<file path="src/rtl/sub_accum.sv">
// ---------------------------------------------------------------------------
// sub_accum
//   Sequential saturating subtractor. On an accepted start the minuend A is
//   loaded into the accumulator, then N subtrahends are taken from the B
//   stream (valid/ready handshake). Each one is subtracted with two's
//   complement saturation. The final value is published on Y with a
//   one-cycle done pulse. sat reports whether any step of that operation
//   saturated.
//
//   State table
//   IDLE | waiting for start; b_ready=0, busy=0
//   RUN  | consuming subtrahends; b_ready=1, busy=1
//   DONE | result visible on Y/sat, done=1 for this cycle; busy=1
//
// Ports
//   clk      : single clock, rising edge
//   reset    : synchronous, active-high
//   start    : one-cycle operation request, sampled only in IDLE
//   A        : signed minuend, captured on the accepted start
//   B        : signed subtrahend stream, qualified by b_valid
//   b_valid  : B holds a valid subtrahend
//   b_ready  : block accepts B this cycle
//   Y        : signed saturated result, held until the next done
//   done     : one-cycle pulse, Y and sat updated
//   busy     : high in RUN and DONE
//   sat      : saturation flag of the last completed operation
// ---------------------------------------------------------------------------
module sub_accum #(
    parameter int Width = 16,
    parameter int N     = 4
) (
    input  logic             clk,
    input  logic             reset,
    input  logic             start,
    input  logic [Width-1:0] A,
    input  logic [Width-1:0] B,
    input  logic             b_valid,
    output logic             b_ready,
    output logic [Width-1:0] Y,
    output logic             done,
    output logic             busy,
    output logic             sat
);

    localparam int CntW = (N > 1) ? $clog2(N) : 1;
    localparam logic [CntW-1:0]  LastCnt = CntW'(N - 1);
    localparam logic [Width-1:0] MaxPos  = {1'b0, {(Width-1){1'b1}}};
    localparam logic [Width-1:0] MinNeg  = {1'b1, {(Width-1){1'b0}}};

    typedef enum logic [1:0] {
        IDLE = 2'd0,
        RUN  = 2'd1,
        DONE = 2'd2
    } state_t;

    state_t            state;
    logic [Width-1:0]  acc;
    logic [CntW-1:0]   cnt;
    logic              sat_int;

    logic [Width-1:0]  raw;
    logic              ovf;
    logic              unf;
    logic [Width-1:0]  step_res;
    logic              step_sat;

    // One saturating subtraction step. Overflow and underflow can only occur
    // when the operands have opposite signs and the wrapped result takes the
    // sign of the subtrahend.
    always_comb begin
        raw      = acc - B;
        ovf      = ~acc[Width-1] &  B[Width-1] &  raw[Width-1];
        unf      =  acc[Width-1] & ~B[Width-1] & ~raw[Width-1];
        step_res = raw;
        step_sat = 1'b0;
        if (ovf) begin
            step_res = MaxPos;
            step_sat = 1'b1;
        end else if (unf) begin
            step_res = MinNeg;
            step_sat = 1'b1;
        end
    end

    // Outputs are registered and move together with the state, so b_ready
    // and busy always match the state table above. Y/sat/done are loaded on
    // the final transfer edge, which is the edge entering DONE; they become
    // visible exactly during the DONE cycle.
    always_ff @(posedge clk) begin
        if (reset) begin
            state   <= IDLE;
            acc     <= '0;
            cnt     <= '0;
            sat_int <= 1'b0;
            Y       <= '0;
            sat     <= 1'b0;
            done    <= 1'b0;
            busy    <= 1'b0;
            b_ready <= 1'b0;
        end else begin
            case (state)
                IDLE: begin
                    done <= 1'b0;
                    if (start) begin
                        acc     <= A;
                        cnt     <= '0;
                        sat_int <= 1'b0;
                        state   <= RUN;
                        busy    <= 1'b1;
                        b_ready <= 1'b1;
                    end
                end
                RUN: begin
                    if (b_valid) begin
                        acc     <= step_res;
                        cnt     <= cnt + 1'b1;
                        sat_int <= sat_int | step_sat;
                        if (cnt == LastCnt) begin
                            state   <= DONE;
                            b_ready <= 1'b0;
                            Y       <= step_res;
                            sat     <= sat_int | step_sat;
                            done    <= 1'b1;
                        end
                    end
                end
                DONE: begin
                    // start is deliberately not looked at here
                    done  <= 1'b0;
                    busy  <= 1'b0;
                    state <= IDLE;
                end
                default: begin
                    state   <= IDLE;
                    done    <= 1'b0;
                    busy    <= 1'b0;
                    b_ready <= 1'b0;
                end
            endcase
        end
    end

endmodule

</file>
<file path="config.mk">
export PLATFORM = sky130hd
export DESIGN_NAME = sub_accum
export DESIGN_NICKNAME = d
export VERILOG_FILES = /design/src/rtl/sub_accum.sv
export SDC_FILE = /design/constraint.sdc
export NUM_CORES = 1
export LEC_CHECK = 0
export BUFFER_PORTS_ARGS = -buffer_cell sky130_fd_sc_hd__buf_2
export CORE_MARGIN = 2
export CORE_UTILIZATION = 50
export DETAILED_ROUTE_END_ITERATION = 8
export HOLD_SLACK_MARGIN = 0.06
export PLACE_DENSITY = 0.74
export SYNTH_ARGS = -nofsm -noshare
export SYNTH_HDL_FRONTEND = slang
export SYNTH_SLANG_ARGS = --single-unit
export TNS_END_PERCENT = 30
</file>
<file path="constraint.sdc">
create_clock -name clk -period 5.7 [get_ports clk]
set_input_delay 0.285 -clock clk [delete_from_list [all_inputs] [get_ports clk]]
set_output_delay 0.285 -clock clk [all_outputs]
set_load 0.01 [all_outputs]
</file>
# Word-level counts from Yosys, hierarchy flattened

Cells that the tools add are included.

Output and inout port bits: 20
Bits in registers: 41

$add $sub $neg: 2
Bitwise logic cells: 10
Reductions and logical operators: 9
Mux-type cells: 22
Equality and inequality tests: 6

Operators by type and width:

| cell                | number |
|---|---|
| $mux 16             | 4 |
| $pmux 16 s2         | 1 |
| $sub 16x16->16      | 1 |
| $mux 2              | 5 |
| $reduce_and 3->1    | 3 |
| $pmux 2 s2          | 2 |
| $mux 1              | 7 |
| $ne 2x2->1 const B  | 3 |
| $not 1->1           | 5 |
| $and 1x1->1         | 4 |
| $eq 2x2->1 const B  | 2 |
| $pmux 1 s2          | 2 |
| $reduce_and 2->1    | 2 |
| $reduce_and 4->1    | 1 |
| $pmux 1 s3          | 1 |
| $add 2x1->2 const B | 1 |
| $eq 2x1->1 const B  | 1 |
| $logic_not 2->1     | 1 |
| $reduce_bool 2->1   | 1 |
| $reduce_or 2->1     | 1 |
| $or 1x1->1          | 1 |

# Longest topological paths before layout

Gate-level depths: netlist of the first run.

Word-level depth: 8
Mapped depth: 11

# Worst setup path before layout of the first run

Ideal clock, no wire load.

Kind: input -> register
Start point: input B[10]
End point: register Y[11]
Stages: 11
Setup slack: 3.354 ns
Data required time: 5.620 ns
Arrival: 2.266 ns
Path through: inv_1 ha_1 buf_6 a21oi_4 o21ai_2 a221oi_4 o21a_4 mux2i_4 buf_6 nand2_1 a211oi_2

Cells in the longest elaborated chain, start to end: 5
Elaborated cells on any way between the ends: 6
Classes of those cells: add/sub (1); mux (2); bitwise (3)

RTL lines:

| element                | line | text |
|---|---|---|
| start: declaration     | 36   | `input logic [Width-1:0] B,` |
| $sub 16x16->16 (*)     | 71   | `raw = acc - B;` |
| $not 1->1              | 73   | `unf = acc[Width-1] & ~B[Width-1] & ~raw[Width-1];` |
| $and 1x1->1            | 73   |  |
| $mux 16                | 79   | `end else if (unf) begin` |
| $mux 16 (*)            | 76   | `if (ovf) begin` |
| end signal: assignment | 121  | `Y <= step_res;` |
| end: declaration       | 39   | `output logic [Width-1:0] Y,` |

Every way passes the cells marked *; elsewhere a longest branch is shown, timed or not.
A chain may end at the register's enable or synchronous reset.

# Worst setup path in the final report of the first run

Start point: register acc[10]
End point: register Y[6]

Cells in the longest elaborated chain, start to end: 5
Elaborated cells on any way between the ends: 6
Classes of those cells: add/sub (1); mux (2); bitwise (3)

RTL lines:

| element                  | line | text |
|---|---|---|
| start: declaration       | 57   | `logic [Width-1:0] acc;` |
| start signal: assignment | 115  | `acc <= step_res;` |
| $sub 16x16->16 (*)       | 71   |  |
| $not 1->1                | 73   |  |
| $and 1x1->1              | 73   |  |
| $mux 16                  | 79   |  |
| $mux 16 (*)              | 76   |  |

Marked as above.

==> results of run 1 <==
==> kinds of logic (layout without fill, tap and decap cells) <==
family,after synthesis,in the layout
buffers and inverters,41,85
muxes,2,2
xor gates and xnor gates,14,14
adders and majority gates,19,19
DFF,41,41
AOI/OAI and AO/OA,110,110
and+or+nand+nor,106,106
==> power by group through the flow <==
| stage | sequential [mW] | combinational [mW] | clock (mW) |
|---|---|---|---|
| 6_report | 0.318 | 0.265 | 0.233 |
| 5_1_grt | 0.321 | 0.294 | 0.247 |
| 4_1_cts | 0.318 | 0.263 | 0.236 |
| 3_5_place_dp | 0.324 | 0.261 | 0 |
| 3_3_place_gp | 0.324 | 0.259 | 0 |
| 2_1_floorplan | 0.318 | 0.213 | 0 |
==> path summary, 6_finish.rpt <==
| check | endpoint | slack [ns] | cells past startpoint |
|---|---|---|---|
| worst max-delay path | Y[6]$_SDFFE_PP0P_ | 2.84 | 8 |
| worst min-delay path | Y[7]$_SDFFE_PP0P_ | 0.27 | 2 |
| worst max register to register | Y[6]$_SDFFE_PP0P_ | 2.84 | 8 |
| worst min register to register | busy$_SDFFE_PP0P_ | 0.47 | 2 |
==> state kept, by name (all words and copies together) (netlist names) <==
name	cells
busy	1
cnt	2
acc	16
Y	16
done	1
b_ready	1
sat_int	1
sat	1
state	2
==> per-stage QoR <==
step	hold slack [ns]	setup WS, ns	total power [mW]
after floorplan	0.408	3.35	0.531
after global placement	0.443	2.84	0.583
after detailed placement	0.450	2.78	0.585
after CTS	0.269	2.85	0.817
after global routing	0.282	2.62	0.862
final	0.271	2.84	0.816
==> synth_stat cells, types with 4 or more instances <==
cell type and number:
sky130_fd_sc_hd__dfxtp_1 41, sky130_fd_sc_hd__a211oi_1 18, sky130_fd_sc_hd__nand2b_1 7, sky130_fd_sc_hd__clkbuf_1 10
sky130_fd_sc_hd__a221oi_1 4, sky130_fd_sc_hd__nor2_1 33, sky130_fd_sc_hd__or3_1 6, sky130_fd_sc_hd__a211oi_2 6
sky130_fd_sc_hd__xnor2_1 7, sky130_fd_sc_hd__xor2_1 7, sky130_fd_sc_hd__nand2_1 39, sky130_fd_sc_hd__a21oi_1 29
sky130_fd_sc_hd__o21bai_1 4, sky130_fd_sc_hd__o21ai_0 22, sky130_fd_sc_hd__ha_1 18, sky130_fd_sc_hd__a21o_1 5
sky130_fd_sc_hd__inv_1 22, sky130_fd_sc_hd__nor3_1 4
==> area by class of cell <==
class	instances	area share, %
multi-input cells	251	55.1
repair buffers	56	9.22
inverters	22	2.69
flip-flops and latches	41	26.8
well taps	70	2.86
clock inverters	2	1.14
clock buffers	5	2.24
==> layer usage <==
layer  up-vias  global-route usage [%]
met1      1129                    28.6
li1       1265                       -
met4         0                    7.14
met3        11                    4.19
met2        80                    37.9
met5         -                       0
==> impl_metrics.json, run 1 <==
{
  "timing_max_transition_violations_final": 0,
  "slew_headroom_pct": 29.4,
  "fp.dieH_um": 77.5,
  "antenna_violations_before_repair": 0,
  "first_pass_grt_wire_length_mm": 10.7,
  "num_io_pins": 56,
  "synth_largest_area_cell": "sky130_fd_sc_hd__dfxtp_1",
  "gp_congestion": 0.938,
  "total_number_of_placement_rows": 26,
  "area_added_between_synthesis_and_finish_pct": 13.7,
  "ys_seq_area_share_pct": 30.4,
  "detailed_route_wirelength_on_metal2_mm": 3.10,
  "critical_path.max_fanout": 15,
  "setup_viol_count_final": 0,
  "top_layer_used": "met4",
  "reg2reg_from": "acc[10]$_SDFFE_PP0P_",
  "synth_simple_gate_area_share_pct": 18.1,
  "asyncSetResetFlopFracSynth_pct": 0,
  "stdcell_count": 447,
  "detailed_place.area_um2": 2960,
  "synth_compound_area_share_pct": 29.6,
  "synth.mux.area_fraction_pct": 1.25,
  "gr-total-overflow": 0,
  "internal_cell_power_uw": 534,
  "htreeDepth": 2,
  "transition_time_at_the_pin_with_the_least_slew_margin_ns": 1.06,
  "path_class": "reg2reg",
  "place_hpwl_mm": 4.83,
  "outcome": "complete, no violations",
  "clock_tree_from_tritoncts": "yes",
  "share_of_layout_cells_above_drive_strength_1_pct": 22.5,
  "hold_buffers_post_cts": 0,
  "synth_largest_type_area_fraction_pct": 30.4,
  "synthFlopType": "sky130_fd_sc_hd__dfxtp_1",
  "period_needed_ns": 2.86,
  "power_density_nw_per_um2": 266,
  "power_frac_comb_pct": 32.5,
  "timing.critical_path.cells": "ha_1 > nand4_2 > nor3_2 > nand2_1 > o2111ai_1 > o211ai_2 > nor2_2 > a211oi_1",
  "ctsResizeCount": 0,
  "sum_of_negative_setup_slack_ns": 0,
  "viasPerCell": 5.56,
  "io_buffer_count": 55,
  "clkLatencyLatePin_ns": 0.30,
  "postSynthNetCount": 388,
  "min_from": "b_valid",
  "synth_warnings": 0,
  "root_buffer": "sky130_fd_sc_hd__clkbuf_8",
  "drtAntennaViolNets": 0,
  "dp_cells": 440,
  "syn-instance-count": 333,
  "startpoint": "acc[10]$_SDFFE_PP0P_",
  "final_util_pct": 59.3,
  "syn_avg_cell_area_um2": 8.10,
  "dr_wl_met3_um": 352,
  "core_region_um2": 5170,
  "switching_share_pct": 34.6,
  "drt_drc": 0,
  "grt_start_max_net_pins": 41,
  "clock_tree.buffer_depth": 2,
  "netlist-cell-type-count": 52,
  "grt_setup_unrepaired": "no",
  "cp_slowest_stage_delay_ns": 0.71,
  "critPathBufInv": 0,
  "detailroute.via_count": 2485,
  "cap_viol_max_count": 0,
  "tritoncts_num_sinks": 41,
  "mappedNetlistArea_um2": 2700,
  "drt_first_iter_violations": 107,
  "synth.ff_latch_count": 41,
  "p_sw_uw": 282,
  "crit_path_start_kind": "flop",
  "clkSlewWorstSetupHoldPaths_ns": 0.08,
  "grtUsageTotal_pct": 22.3,
  "final_common_cell": "sky130_fd_sc_hd__buf_2",
  "report.final.hold_viol_count": 0,
  "p_seq_share_pct": 39.0,
  "leakage_nw": 1.36,
  "path_delay_family": "simple AND/OR/NAND/NOR gates",
  "mostFrequentLayoutCells": "55 x sky130_fd_sc_hd__buf_2, 41 x sky130_fd_sc_hd__dfxtp_1, 39 x sky130_fd_sc_hd__nand2_1",
  "die-width_um": 77.5,
  "timing.hold.worst.class": "in2reg",
  "initial_core_util_pct": 52.2,
  "dr.pass1.iters": 4,
  "n_antenna_cell": 0,
  "endpoint_kind": "flop",
  "crit_required_ns": 5.85,
  "synth_enable_flop_cells": 0,
  "cts_setup_buffers": 0,
  "max_freq_mhz": 349,
  "critPathSlowestCell": "sky130_fd_sc_hd__nor2_2",
  "layout.area.seq_um2": 821,
  "power.ir.vdd_worst_uv": 155,
  "grt_pass1_vias": 2313,
  "final.setup_skew_ns": 0.00687,
  "multi_input_comb_area_um2": 1690,
  "tritoncts.num_buffers": 5,
  "synth-xor-area-share_pct": 4.55,
  "layout_worst_path_cycle_share_pct": 50.2,
  "fin_nets": 432,
  "design.die.area_um2": 6000,
  "met1Wirelength_mm": 3.00,
  "largest_cells_by_area_after_synthesis": "sky130_fd_sc_hd__dfxtp_1 30%, sky130_fd_sc_hd__ha_1 8.3%, sky130_fd_sc_hd__nand2_1 5.4%",
  "synth_adder_area_share_pct": 9.09,
  "average_detailed_routed_wire_length_per_instance_um": 14.7,
  "synth_top_family_by_area": "compound AO/OA/AOI/OAI gates",
  "postLayoutCellArea_um2": 3070,
  "fill_cells": 478,
  "worst-endpoint-arrival_ns": 3.01,
  "route.final.wire_length_mm": 6.56,
  "clock_power_share_pct": 28.5
}
Note: power is estimated with default switching activity, not from simulation.
==> run 2, diff against run 1 <==
Clock period 5.7 ns to 2.65 ns, I/O delays scaled along.
==> run 2 against run 1 <==
Core utilization up 1.4 points; cell area up 2.4%; clock-buffer cell count unchanged; clock power up 75%; combinational power grew 130%; sequential share of layout area down 0.62 points; via count grew 1.4%; final cell count is 2.0% higher; largest power group unchanged.
==> impl_metrics.json, run 2 (synthesis results as in run 1) <==
{
  "min_from": "A[8]",
  "power_density_nw_per_um2": 539,
  "outcome": "complete, no violations",
  "leakage_nw": 1.39,
  "clock_tree_from_tritoncts": "yes",
  "reg2reg_from": "acc[13]$_SDFFE_PP0P_",
  "clkSlewWorstSetupHoldPaths_ns": 0.09,
  "initial_core_util_pct": 52.2,
  "p_sw_uw": 618,
  "max_freq_mhz": 406,
  "clock_tree.buffer_depth": 2,
  "endpoint_kind": "flop",
  "p_seq_share_pct": 39.9,
  "area_added_between_synthesis_and_finish_pct": 16.4,
  "mostFrequentLayoutCells": "55 x sky130_fd_sc_hd__buf_2, 41 x sky130_fd_sc_hd__dfxtp_1, 39 x sky130_fd_sc_hd__nand2_1",
  "grtUsageTotal_pct": 24.6,
  "switching_share_pct": 36.5,
  "pre_cts_ws_ns": 0.111,
  "tritoncts.num_buffers": 5,
  "internal_cell_power_mw": 1.08,
  "clock_power_share_pct": 24.0,
  "crit_path_start_kind": "flop",
  "gp_congestion": 0.921,
  "detailroute.via_count": 2520,
  "num_io_pins": 56,
  "layout_worst_path_cycle_share_pct": 92.9,
  "drt_first_iter_violations": 118,
  "report.final.hold_viol_count": 0,
  "fin_nets": 440,
  "critPathSlowestCell": "sky130_fd_sc_hd__ha_1",
  "stdcell_count": 456,
  "critical_path.max_fanout": 12,
  "timing.critical_path.cells": "ha_1 > a21oi_2 > nand2_1 > a221oi_4 > o21a_4 > mux2i_4 > buf_12 > nand2b_1 > a221oi_1",
  "startpoint": "acc[13]$_SDFFE_PP0P_",
  "timing.hold.worst.class": "in2reg",
  "io_buffer_count": 55,
  "n_antenna_cell": 0,
  "core_region_um2": 5170,
  "reg_top3": "Y x16, acc x16",
  "grt_setup_unrepaired": "no",
  "dr.pass1.iters": 4,
  "grt_pass1_vias": 2468,
  "grt_start_max_net_pins": 41,
  "power_frac_comb_pct": 36.1,
  "post-route-worst-setup-slack_ns": 0.187,
  "sum_of_negative_setup_slack_ns": 0,
  "first_pass_grt_wire_length_mm": 11.9,
  "drtAntennaViolNets": 0,
  "dp_cells": 447,
  "timing_max_transition_violations_final": 0,
  "average_detailed_routed_wire_length_per_instance_um": 15.6,
  "gr-total-overflow": 0,
  "fill_cells": 468,
  "viasPerCell": 5.53,
  "cp_slowest_stage_delay_ns": 0.37,
  "design.die.area_um2": 6000,
  "fp.dieH_um": 77.5,
  "final_common_cell": "sky130_fd_sc_hd__buf_2",
  "period_needed_ns": 2.46,
  "worst-endpoint-arrival_ns": 2.66,
  "antenna_violations_before_repair": 0,
  "power.ir.vdd_worst_uv": 336,
  "critPathBufInv": 1,
  "slew_headroom_pct": 42.7,
  "path_class": "reg2reg",
  "crit_required_ns": 2.84,
  "tritoncts_num_sinks": 41,
  "cap_viol_max_count": 0,
  "clkLatencyLatePin_ns": 0.29,
  "htreeDepth": 2,
  "final.setup_skew_ns": 0.0103,
  "place_hpwl_mm": 5.07,
  "die-width_um": 77.5,
  "drt_drc": 0,
  "final_util_pct": 60.7,
  "transition_time_at_the_pin_with_the_least_slew_margin_ns": 0.859,
  "route.final.wire_length_mm": 7.11,
  "setup_viol_count_final": 0,
  "share_of_layout_cells_above_drive_strength_1_pct": 25.4,
  "root_buffer": "sky130_fd_sc_hd__clkbuf_8",
  "total_number_of_placement_rows": 26,
  "path_delay_family": "compound AO/OA/AOI/OAI gates",
  "fin_worst_hold_slack_ns": 0.118
}
==> run 2: changes by cell type in the layout (fill, tap and decap cells not counted), sizes merged <==
cell and change:
buf +8, bufinv -1, clkinv +1, clkinvlp +1
==> run 2: path summary, 6_finish.rpt <==
check / cells past startpoint / to / slack [ns]
worst min register to register: 2 / acc[10]$_SDFFE_PP0P_ / 0.46
worst max-delay path: 9 / acc[0]$_SDFFE_PP0P_ / 0.19
worst max register to register: 9 / acc[0]$_SDFFE_PP0P_ / 0.19
worst min-delay path: 3 / acc[8]$_SDFFE_PP0P_ / 0.12
==> run 2: through the flow <==
step	power, mW	area, um^2
after floorplan	1.14	2700
after global routing	1.81	3140
final	1.69	3140
after global placement	1.27	3030
after CTS	1.69	3110
after detailed placement	1.28	3030
==> run 2: power groups by stage <==
stage | clock network (mW) | registers, mW | logic, mW
3_3_place_gp | 0 | 0.688 | 0.585
6_report | 0.407 | 0.676 | 0.611
5_1_grt | 0.450 | 0.680 | 0.678
4_1_cts | 0.423 | 0.675 | 0.593
3_5_place_dp | 0 | 0.689 | 0.588
2_1_floorplan | 0 | 0.684 | 0.457
==> run 2: area by class of cell <==
class | instances | area [um^2] | share of cell area [%]
Inverter | 22 | 82.6 | 2.63
Clock buffer | 5 | 68.8 | 2.19
Sequential cell | 41 | 821 | 26.1
Multi-Input combinational cell | 251 | 1710 | 54.4
Timing Repair Buffer | 64 | 355 | 11.3
Tap cell | 70 | 87.6 | 2.79
Clock inverter | 3 | 17.5 | 0.558
==> run 2: what timing repair did <==
| item | 4_1_cts | 5_1_grt |
|---|---|---|
| setup endpoints to repair | 0 | 23 |
| hold buffers | 0 | 0 |
| setup buffers | 0 | 1 |
| resized for setup | 0 | 5 |
==> run 2: routing by layer <==
layer	wire length, um	vias up	track usage, %	share of wire [%]
met5	0	-	0	0
met4	31	0	6.96	0.44
met3	433	4	4.77	6.1
met2	3410	66	41.7	48
met1	3240	1170	31.8	46
li1	-	1280	-	-
==> run 2: worst register-to-register path, stage by stage, from the launching register on <==
cell and delay, ns:
sky130_fd_sc_hd__dfxtp_1 0.33, sky130_fd_sc_hd__ha_1 0.37, sky130_fd_sc_hd__a21oi_2 0.20, sky130_fd_sc_hd__nand2_1 0.11, sky130_fd_sc_hd__a221oi_4 0.35, sky130_fd_sc_hd__o21a_4 0.22
sky130_fd_sc_hd__mux2i_4 0.28, sky130_fd_sc_hd__buf_12 0.17, sky130_fd_sc_hd__nand2b_1 0.08, sky130_fd_sc_hd__a221oi_1 0.25
==> run 3, diff against run 2 <==
==> constraint.sdc (replaced) <==
create_clock -name clk -period 2.65 [get_ports clk]
set_input_delay 0.6625 -clock clk [delete_from_list [all_inputs] [get_ports clk]]
set_output_delay 0.6625 -clock clk [all_outputs]
set_load 0.01 [all_outputs]
==> run 3 against run 2 <==
Core utilization grew 6.0 points; hold slack improved by 0.34 ns; global-route usage increased by 0.092 points; power rose by 10%; non-clock buffer count grew 31; first-iteration DRC count is 69% higher; largest cell class unchanged; final cell count grew 6.8%; largest power group is now combinational cells; register-to-register slack barely moved; sequential power barely moved; setup slack got worse by 0.11 ns.
==> impl_metrics.json, run 3 (synthesis results as in run 1) <==
{
  "tritoncts.num_buffers": 5,
  "layout.area.seq_um2": 821,
  "drt_drc": 0,
  "pre_cts_ws_ns": -0.324,
  "slew_headroom_pct": 58.2,
  "num_io_pins": 56,
  "final_common_cell": "sky130_fd_sc_hd__buf_2",
  "switching_share_pct": 36.1,
  "leakage_nw": 1.55,
  "setup_viol_count_final": 0,
  "p_seq_share_pct": 36.3,
  "layout_worst_path_cycle_share_pct": 97.2,
  "tritoncts_num_sinks": 41,
  "worst-endpoint-arrival_ns": 2.80,
  "fp.dieH_um": 77.5,
  "place_hpwl_mm": 5.42,
  "report.final.hold_viol_count": 0,
  "endpoint_kind": "flop",
  "period_needed_ns": 2.58,
  "final.setup_skew_ns": 0.00620,
  "clkSlewWorstSetupHoldPaths_ns": 0.09,
  "power_frac_comb_pct": 39.8,
  "core_region_um2": 5170,
  "power.ir.vdd_worst_uv": 305,
  "clock_tree_from_tritoncts": "yes",
  "fin_nets": 471,
  "area_added_between_synthesis_and_finish_pct": 27.9,
  "average_detailed_routed_wire_length_per_instance_um": 14.6,
  "grtUsageTotal_pct": 24.7,
  "timing.hold.worst.class": "reg2reg",
  "p_sw_uw": 674,
  "grt_start_max_net_pins": 24,
  "gp_congestion": 0.963,
  "fin_worst_hold_slack_ns": 0.457,
  "viasPerCell": 5.48,
  "timing_max_transition_violations_final": 0,
  "drtAntennaViolNets": 0,
  "detailed_place.area_um2": 3310,
  "max_freq_mhz": 388,
  "sum_of_negative_setup_slack_ns": 0,
  "cap_viol_max_count": 0,
  "crit_path_start_kind": "primary input",
  "outcome": "complete, no violations",
  "reg_top3": "Y x16, acc x16",
  "hold_buffers_post_cts": 0,
  "total_number_of_placement_rows": 26,
  "n_antenna_cell": 0,
  "io_buffer_count": 55,
  "initial_core_util_pct": 52.2,
  "gr-total-overflow": 0,
  "clkLatencyLatePin_ns": 0.30,
  "drt_first_iter_violations": 200,
  "critical_path.max_fanout": 17,
  "dr.pass1.iters": 4,
  "path_class": "in2reg",
  "final_util_pct": 66.7,
  "antenna_violations_before_repair": 0,
  "design.die.area_um2": 6000,
  "first_pass_grt_wire_length_mm": 12.0,
  "post-route-worst-setup-slack_ns": 0.0745,
  "clock_tree.buffer_depth": 2,
  "die-width_um": 77.5,
  "root_buffer": "sky130_fd_sc_hd__clkbuf_8",
  "postLayoutCellArea_um2": 3450,
  "htreeDepth": 2,
  "route.final.wire_length_mm": 7.13,
  "detailroute.via_count": 2669,
  "crit_required_ns": 2.88,
  "grt_pass1_vias": 2594,
  "clock_power_share_pct": 24.0,
  "transition_time_at_the_pin_with_the_least_slew_margin_ns": 0.627,
  "multi_input_comb_area_um2": 1760,
  "mostFrequentLayoutCells": "55 x sky130_fd_sc_hd__buf_2, 41 x sky130_fd_sc_hd__dfxtp_1, 38 x sky130_fd_sc_hd__buf_4",
  "fill_cells": 436,
  "internal_cell_power_mw": 1.20,
  "share_of_layout_cells_above_drive_strength_1_pct": 33.1,
  "power_density_nw_per_um2": 542
}
==> run 3: path summary, 6_finish.rpt <==
path | from | to | slack (ns) | cells after the start
max | B[13] | Y[13]$_SDFFE_PP0P_ | 0.07 | 11
min | busy$_SDFFE_PP0P_ | busy$_SDFFE_PP0P_ | 0.46 | 2
max reg2reg | acc[0]$_SDFFE_PP0P_ | Y[10]$_SDFFE_PP0P_ | 0.20 | 11
min reg2reg | busy$_SDFFE_PP0P_ | busy$_SDFFE_PP0P_ | 0.46 | 2
==> run 3: layer usage <==
layer  GRT usage (%)  vias up  wire [um]
met5               0        -          0
met4            7.50        0        103
met3            3.60        8        369
met2            40.9       95       3370
met1            33.3     1215       3290
li1                -     1351          -
==> run 3: what timing repair did <==
| item | CTS | global route |
|---|---|---|
| resized for setup | 1 | 7 |
| buffers inserted | 0 | 1 |
| endpoints found under the setup margin | 4 | 21 |
| pin swaps | 0 | 2 |
==> run 3: layout make-up <==
type                            count  share of cell area, %
Multi-Input combinational cell    251                   51.1
Clock buffer                        6                   2.39
Clock inverter                      2                  0.399
Sequential cell                    41                   23.8
Timing Repair Buffer               95                   17.2
Inverter                           22                   2.61
Tap cell                           70                   2.54
==> run 3: per-stage QoR <==
| stage | power [mW] | std cells |
|---|---|---|
| 2_1_floorplan | 1.17 | 333 |
| 3_3_place_gp | 1.39 | 478 |
| 3_5_place_dp | 1.40 | 478 |
| 4_1_cts | 1.85 | 486 |
| 5_1_grt | 1.98 | 487 |
| 6_report | 1.87 | 487 |
==> run 3: critical path, stage by stage <==
cell and delay (ns):
sky130_fd_sc_hd__buf_2 0.07, sky130_fd_sc_hd__inv_1 0.03, sky130_fd_sc_hd__ha_1 0.36, sky130_fd_sc_hd__a21oi_2 0.19
sky130_fd_sc_hd__nand2_1 0.11, sky130_fd_sc_hd__a221oi_4 0.30, sky130_fd_sc_hd__o21a_4 0.21, sky130_fd_sc_hd__mux2i_4 0.26
sky130_fd_sc_hd__buf_12 0.19, sky130_fd_sc_hd__nand2_1 0.15, sky130_fd_sc_hd__a211oi_2 0.25
==> run 3: power groups by stage <==
| stage | Clock, mW | Sequential (mW) | Combinational [mW] |
|---|---|---|---|
| 2_1_floorplan | 0 | 0.686 | 0.489 |
| 6_report | 0.448 | 0.678 | 0.743 |
| 3_3_place_gp | 0 | 0.690 | 0.701 |
| 4_1_cts | 0.454 | 0.677 | 0.721 |
| 5_1_grt | 0.478 | 0.683 | 0.816 |
| 3_5_place_dp | 0 | 0.691 | 0.713 |
